$ cat src/rtl/rf_fifo_pkg.sv
`default_nettype none
// ============================================================================
// Module      : rf_fifo_pkg
// Description : Shared sizing functions and pointer-compare helpers for the
//               register-file FIFO controller.
// Revision    : 1.0 - initial release
// ============================================================================
package rf_fifo_pkg;

  // Pointer width: address bits plus one wrap bit.
  function automatic int unsigned ptr_width(input int unsigned aw);
    return aw + 1;
  endfunction

  // Number of storage entries addressed by aw bits.
  function automatic int unsigned fifo_depth(input int unsigned aw);
    return 32'd1 << aw;
  endfunction

  // Pointers are equal including the wrap bit: nothing stored.
  function automatic logic ptrs_empty(input logic [31:0] wr, input logic [31:0] rd);
    return (wr == rd);
  endfunction

  // Address bits equal and wrap bits differ: every entry holds live data.
  function automatic logic ptrs_full(input int unsigned aw,
                                     input logic [31:0] wr,
                                     input logic [31:0] rd);
    return ((wr ^ rd) == (32'd1 << aw));
  endfunction

endpackage
`default_nettype wire

$ cat src/rtl/rf_fifo_ctrl_if.sv
`default_nettype none
// ============================================================================
// Module      : rf_fifo_ctrl_if
// Description : Input stream, output stream and register-file port bundle for
//               the FIFO controller. slave = controller view, master = the
//               surrounding producer/consumer/storage view.
// Revision    : 1.0 - initial release
// ============================================================================
interface rf_fifo_ctrl_if #(
  parameter int unsigned ADDR_WIDTH = 2,
  parameter int unsigned DATA_WIDTH = 8
);
  logic                  in_valid;
  logic                  in_ready;
  logic [DATA_WIDTH-1:0] in_data;
  logic                  out_valid;
  logic                  out_ready;
  logic [DATA_WIDTH-1:0] out_data;
  logic                  rf_wen;
  logic [ADDR_WIDTH-1:0] rf_waddr;
  logic [DATA_WIDTH-1:0] rf_wdata;
  logic [ADDR_WIDTH-1:0] rf_raddr;
  logic [DATA_WIDTH-1:0] rf_rdata;

  modport slave (
    input  in_valid, in_data, out_ready, rf_rdata,
    output in_ready, out_valid, out_data, rf_wen, rf_waddr, rf_wdata, rf_raddr
  );

  modport master (
    output in_valid, in_data, out_ready, rf_rdata,
    input  in_ready, out_valid, out_data, rf_wen, rf_waddr, rf_wdata, rf_raddr
  );
endinterface
`default_nettype wire

$ cat src/rtl/rf_fifo_ptr.sv
`default_nettype none
// ============================================================================
// Module      : rf_fifo_ptr
// Description : Wrap-bit FIFO pointer with synchronous clear, increment and
//               asynchronous active-low reset. Wraps naturally at 2**WIDTH.
// Revision    : 1.0 - initial release
// ============================================================================
module rf_fifo_ptr #(
  parameter int unsigned WIDTH = 3
) (
  input  wire logic             clk,
  input  wire logic             rst_n,
  input  wire logic             clr,
  input  wire logic             inc,
  output logic [WIDTH-1:0]      ptr
);

  logic [WIDTH-1:0] ptr_q;
  logic [WIDTH-1:0] ptr_d;

  // Next pointer: clear wins over increment.
  always_comb begin
    ptr_d = ptr_q;
    if (clr) begin
      ptr_d = '0;
    end else if (inc) begin
      ptr_d = ptr_q + WIDTH'(1);
    end
  end

  // Pointer register with asynchronous reset.
  always_ff @(posedge clk or negedge rst_n) begin
    if (!rst_n) begin
      ptr_q <= '0;
    end else begin
      ptr_q <= ptr_d;
    end
  end

  assign ptr = ptr_q;

endmodule
`default_nettype wire

$ cat src/rtl/rf_fifo_ctrl.sv
`default_nettype none
// ============================================================================
// Module      : rf_fifo_ctrl
// Description : Show-ahead FIFO controller owning the register-file write port
//               and read address. Holds pointers, occupancy and status only;
//               data lives in the external register file.
// Revision    : 1.0 - initial release
// ============================================================================
module rf_fifo_ctrl
  import rf_fifo_pkg::*;
#(
  parameter int unsigned ADDR_WIDTH = 2,
  parameter int unsigned DATA_WIDTH = 8
) (
  input  wire logic              clk,
  input  wire logic              rst_n,
  input  wire logic              flush,
  rf_fifo_ctrl_if.slave          bus,
  output logic [ADDR_WIDTH:0]    count,
  output logic                   full,
  output logic                   empty,
  output logic [ADDR_WIDTH:0]    high_water
);

  localparam int unsigned PTR_W = ptr_width(ADDR_WIDTH);

  logic [PTR_W-1:0] wr_ptr;
  logic [PTR_W-1:0] rd_ptr;
  logic             push;
  logic             pop;
  logic             in_ready_w;
  logic             out_valid_w;
  logic [PTR_W-1:0] count_w;
  logic [PTR_W-1:0] count_nxt;
  logic [PTR_W-1:0] high_water_q;
  logic [PTR_W-1:0] high_water_d;

  rf_fifo_ptr #(.WIDTH(PTR_W)) u_wr_ptr (
    .clk   (clk),
    .rst_n (rst_n),
    .clr   (flush),
    .inc   (push),
    .ptr   (wr_ptr)
  );

  rf_fifo_ptr #(.WIDTH(PTR_W)) u_rd_ptr (
    .clk   (clk),
    .rst_n (rst_n),
    .clr   (flush),
    .inc   (pop),
    .ptr   (rd_ptr)
  );

  // Status is derived purely from the registered pointers.
  assign count_w = wr_ptr - rd_ptr;
  assign empty   = ptrs_empty(32'(wr_ptr), 32'(rd_ptr));
  assign full    = ptrs_full(ADDR_WIDTH, 32'(wr_ptr), 32'(rd_ptr));
  assign count   = count_w;

  // Handshakes are gated by rst_n so both sides read idle while reset is held,
  // and by flush so nothing moves during the clearing cycle. No full bypass:
  // a pop in the same cycle does not reopen in_ready.
  assign in_ready_w  = rst_n & ~full & ~flush;
  assign out_valid_w = rst_n & ~empty & ~flush;
  assign push        = bus.in_valid & in_ready_w;
  assign pop         = out_valid_w & bus.out_ready;

  assign bus.in_ready  = in_ready_w;
  assign bus.out_valid = out_valid_w;
  assign bus.rf_wen    = push;
  assign bus.rf_waddr  = wr_ptr[ADDR_WIDTH-1:0];
  assign bus.rf_wdata  = bus.in_data;
  assign bus.rf_raddr  = rd_ptr[ADDR_WIDTH-1:0];
  assign bus.out_data  = bus.rf_rdata;

  // Occupancy after this edge, used to track the high-water mark.
  always_comb begin
    count_nxt = count_w;
    if (push && !pop) begin
      count_nxt = count_w + PTR_W'(1);
    end else if (pop && !push) begin
      count_nxt = count_w - PTR_W'(1);
    end
  end

  // High-water mark: running maximum of occupancy, cleared by flush.
  always_comb begin
    high_water_d = high_water_q;
    if (flush) begin
      high_water_d = '0;
    end else if (count_nxt > high_water_q) begin
      high_water_d = count_nxt;
    end
  end

  // High-water register with asynchronous reset.
  always_ff @(posedge clk or negedge rst_n) begin
    if (!rst_n) begin
      high_water_q <= '0;
    end else begin
      high_water_q <= high_water_d;
    end
  end

  assign high_water = high_water_q;

endmodule
`default_nettype wire
$ cat src/flat_wrapper.sv
// flat-port wrapper written by rule: the top's interface ports become plain ports
module rf_fifo_ctrl_flat import rf_fifo_pkg::*;
#(
  parameter int unsigned ADDR_WIDTH = 2,
  parameter int unsigned DATA_WIDTH = 8
)
  (clk, rst_n, flush, count, full, empty, high_water, bus_in_valid, bus_in_data, bus_out_ready, bus_rf_rdata, bus_in_ready, bus_out_valid, bus_out_data, bus_rf_wen, bus_rf_waddr, bus_rf_wdata, bus_rf_raddr);
  rf_fifo_ctrl_if #(.ADDR_WIDTH(ADDR_WIDTH), .DATA_WIDTH(DATA_WIDTH)) bus_i ();
  input  wire logic clk;
  input  wire logic rst_n;
  input  wire logic flush;
  output logic [ADDR_WIDTH:0] count;
  output logic full;
  output logic empty;
  output logic [ADDR_WIDTH:0] high_water;
  input wire logic [$bits(bus_i.in_valid)-1:0] bus_in_valid;
  input wire logic [$bits(bus_i.in_data)-1:0] bus_in_data;
  input wire logic [$bits(bus_i.out_ready)-1:0] bus_out_ready;
  input wire logic [$bits(bus_i.rf_rdata)-1:0] bus_rf_rdata;
  output wire logic [$bits(bus_i.in_ready)-1:0] bus_in_ready;
  output wire logic [$bits(bus_i.out_valid)-1:0] bus_out_valid;
  output wire logic [$bits(bus_i.out_data)-1:0] bus_out_data;
  output wire logic [$bits(bus_i.rf_wen)-1:0] bus_rf_wen;
  output wire logic [$bits(bus_i.rf_waddr)-1:0] bus_rf_waddr;
  output wire logic [$bits(bus_i.rf_wdata)-1:0] bus_rf_wdata;
  output wire logic [$bits(bus_i.rf_raddr)-1:0] bus_rf_raddr;
  assign bus_i.in_valid = bus_in_valid;
  assign bus_i.in_data = bus_in_data;
  assign bus_i.out_ready = bus_out_ready;
  assign bus_i.rf_rdata = bus_rf_rdata;
  assign bus_in_ready = bus_i.in_ready;
  assign bus_out_valid = bus_i.out_valid;
  assign bus_out_data = bus_i.out_data;
  assign bus_rf_wen = bus_i.rf_wen;
  assign bus_rf_waddr = bus_i.rf_waddr;
  assign bus_rf_wdata = bus_i.rf_wdata;
  assign bus_rf_raddr = bus_i.rf_raddr;
  rf_fifo_ctrl #(.ADDR_WIDTH(ADDR_WIDTH), .DATA_WIDTH(DATA_WIDTH)) u_core (.clk(clk), .rst_n(rst_n), .flush(flush), .bus(bus_i), .count(count), .full(full), .empty(empty), .high_water(high_water));
endmodule
$ cat config.mk
export PLATFORM = sky130hd
export DESIGN_NAME = rf_fifo_ctrl_flat
export DESIGN_NICKNAME = d
export VERILOG_FILES = /design/src/rtl/rf_fifo_pkg.sv /design/src/rtl/rf_fifo_ctrl_if.sv /design/src/rtl/rf_fifo_ptr.sv /design/src/rtl/rf_fifo_ctrl.sv /design/src/flat_wrapper.sv
export SDC_FILE = /design/constraint.sdc
export NUM_CORES = 1
export LEC_CHECK = 0
export CORE_UTILIZATION = 38
export DETAILED_ROUTE_END_ITERATION = 8
export MAX_ROUTING_LAYER = met4
export PLACE_DENSITY = 0.89
export SYNTH_ARGS = -nofsm -noshare
export SYNTH_HDL_FRONTEND = slang
export SYNTH_SLANG_ARGS = --single-unit
$ cat constraint.sdc
create_clock -name clk -period 4 [get_ports clk]
set_input_delay 1.2 -clock clk [delete_from_list [all_inputs] [get_ports clk]]
set_output_delay 1.2 -clock clk [all_outputs]
set_load 0.02 [all_outputs]
==> impl_metrics.toml <==
[cts]
cts_buffer_depth = 2
tritoncts_num_sinks = 9
tritoncts = "yes"
clk_pin_slew_ps = 70
insertion_delay_ps = 280
cts_buffers = 3
cts_htree_levels = 1
postCtsSetupBuffers = 0
cts_root_buf = "clkbuf_4"

[detailed_routing]
wirelength_mm = 1.89
top_layer = "met4"
wl_per_cell_um = 13.9
met3_length_um = 156
m1WireLength_um = 733
ant_nets = 0
drt-initial-drc-count = 8
vias_per_cell = 5.01
dr.pass1.iters = 4
vias = 682
drc = 0
met2_length_um = 950

[placed_design]
gp_congestion = 0.914
dp_cells = 132
numPortBuffers = 19
hpwlAfterDp_mm = 1.50
preCtsSetupSlack_ps = 43.4

[final_layout]
insertedDiodeCount = 0
drive_above_1_share_pct = 14.8
nNetsFinal = 140
final_common_cell = "clkdlybuf4s50_1"
area_delta_synth_final_pct = 15.2
most-common-layout-cells = "clkdlybuf4s50_1, nand2_1, ha_1, dfrtp_1, inv_1"
final_util_pct = 46.7
stdcell_count = 136

[setup_path]
cpPeakStageDelay_ps = 600
worstPathMaxFanout = 10
timing.rr.start = "u_core.u_wr_ptr.ptr[0]"
critPathKind = "in2out"
regToRegSetupSlack_ps = 850
arrival_ps = 2660
cp-end-kind = "primary output"
cp.required_ps = 2800
cpMostUsedCell = "clkdlybuf4s50_1"
critPathLaunchType = "input pin"
slowest_stage = "clkdlybuf4s50_1"
startpoint = "rst_n"
worstReg2RegEnd = "u_core.high_water[1]"
r2r_cells = 13
cp_cell_sequence = "clkdlybuf4s50_1 > buf_4 > nand2b_1 > nor2_1 > clkdlybuf4s50_1"

[sta]
maxSlewHeadroom_pct = 78.1
layout_setup_ws_ps = 140
setup_viol = 0
drv_slew = 0
final-hold-violation-count = 0
finalCritPeriodShare_pct = 96.5
rsz0062_at_grt = "no"
fmax_mhz = 259
finClkSkew_ps = 3.05
worst_pin_slew_ps = 326
period_needed_ps = 3860
setup_tns_ps = 0

[power_and_ir_drop]
leakage_uw = 0.000496
powerDensity_nw_per_um2 = 393
vdd_drop_max_v = 0.000248

[global_routing]
grt_pass1_wl_mm = 3.18
grt_overflow = 0
grt_max_degree = 11
grt_util_all_layers_pct = 17.7
antenna_found_initial = 0
grt_pass1_vias = 700

[floorplanning]
die_area_um2 = 2560
initial_core_util_pct = 40.6
die_w_um = 50.6
coreArea_um2 = 2210
num_rows = 17
die_h_um = 50.6
pin_count = 52

[outcome]
status = "finished, final reports clean"

[synth]
synth_cell_type_count = 29
netlist_area_um2 = 897
syn-instance-count = 101
avgSynthCellArea_um2 = 8.88
ys_ff_latch = 9
seq_area_frac_synth_pct = 25.1
yosysWarnings = 0
syn_nets = 132

[worst_hold_path]
min_from = "u_core.u_wr_ptr.ptr[0]"
hold_path_depth = 1
hp-class = "reg2reg"
whs_endpoint = "u_core.u_wr_ptr.ptr[0]"

[job]
cap_violations = 0
## worst max-delay path: cells and delay by family
| kind | cells | cell delay, ps |
|---|---|---|
| simple gates | 2 | 190 |
| buf+inv | 3 | 1270 |
## Yosys cell counts
library cell  count  area (um2)
buf_4            20         150
nand2_1          10        37.5
dfrtp_1           9         225
ha_1              9         113
inv_1             8        30.0
nor2_1            7        26.3
nand3_1           4        20.0
o21ai_0           4        20.0
a21o_1            2        15.0
a21oi_1           2        10.0
nand2b_1          2        12.5
nor2b_1           2        12.5
o211a_1           2        20.0
o211ai_2          2        25.0
o21a_1            2        15.0
xnor2_1           2        17.5
xor2_1            2        17.5
a211oi_2          1        12.5
a31oi_1           1        6.26
buf_2             1        5.00
fa_1              1        20.0
inv_2             1        3.75
nand3b_1          1        7.51
nor2_2            1        6.26
o41ai_2           1        16.3
or3_1             1        6.26
or3_2             1        7.51
xnor3_1           1        22.5
xor2_2            1        16.3
## worst max path at each step
stage	to	cells past startpoint	slack, ps
after floorplan	u_core.high_water[1]	12	590
after global placement	bus_rf_wen	5	90
after detailed placement	bus_rf_wen	5	40
after CTS	bus_rf_wen	5	40
after global routing	bus_in_ready	5	30
final	bus_in_ready	5	140
## flip-flops by register name, summed over array words and instances, names as in the netlist
register and flops:
u_core.u_rd_ptr.ptr 3, u_core.u_wr_ptr.ptr 3, u_core.high_water 3
## kinds of logic after synthesis
kind of cell	synth area share, %
AOI/OAI and AO/OA	15.6
xor gates and xnor gates	8.23
adders and majority gates	14.8
buffers and inverters	21.1
DFF	25.1
and+or+nand+nor	15.2
## routing by layer
layer  track usage [%]  vias up
li1                  -      330
met1              18.1      313
met2              29.1       32
met3              6.36        7
met4              10.6        0
met5                 -        -
## power breakdown
part / internal, uW / switching [uW]
Clock: 38.8 / 38.1
Combinational: 105 / 112
Sequential: 103 / 9.35
## repair_timing
| action | CTS | global route |
|---|---|---|
| endpoints found under the setup margin | 0 | 1 |
| gates resized for setup | 0 | 1 |
| hold buffers | 0 | 0 |
## layout make-up
cell class	count	area, um2
flip-flops and latches	9	225
repair buffers	24	230
clock buffers	4	26.3
fillers	218	1180
multi-input cells	62	483
well taps	28	35.0
inverters	9	33.8
## per-stage QoR
step                      hold slack (ps)  total power (uW)  area [um2]
after floorplan                       487               270         897
after detailed placement              559               332        1000
after CTS                             568               413        1030
after global routing                  596               437        1030
final                                 559               406        1030
after global placement                516               318        1000
No activity file was read; power rests on OpenSTA's default activity.
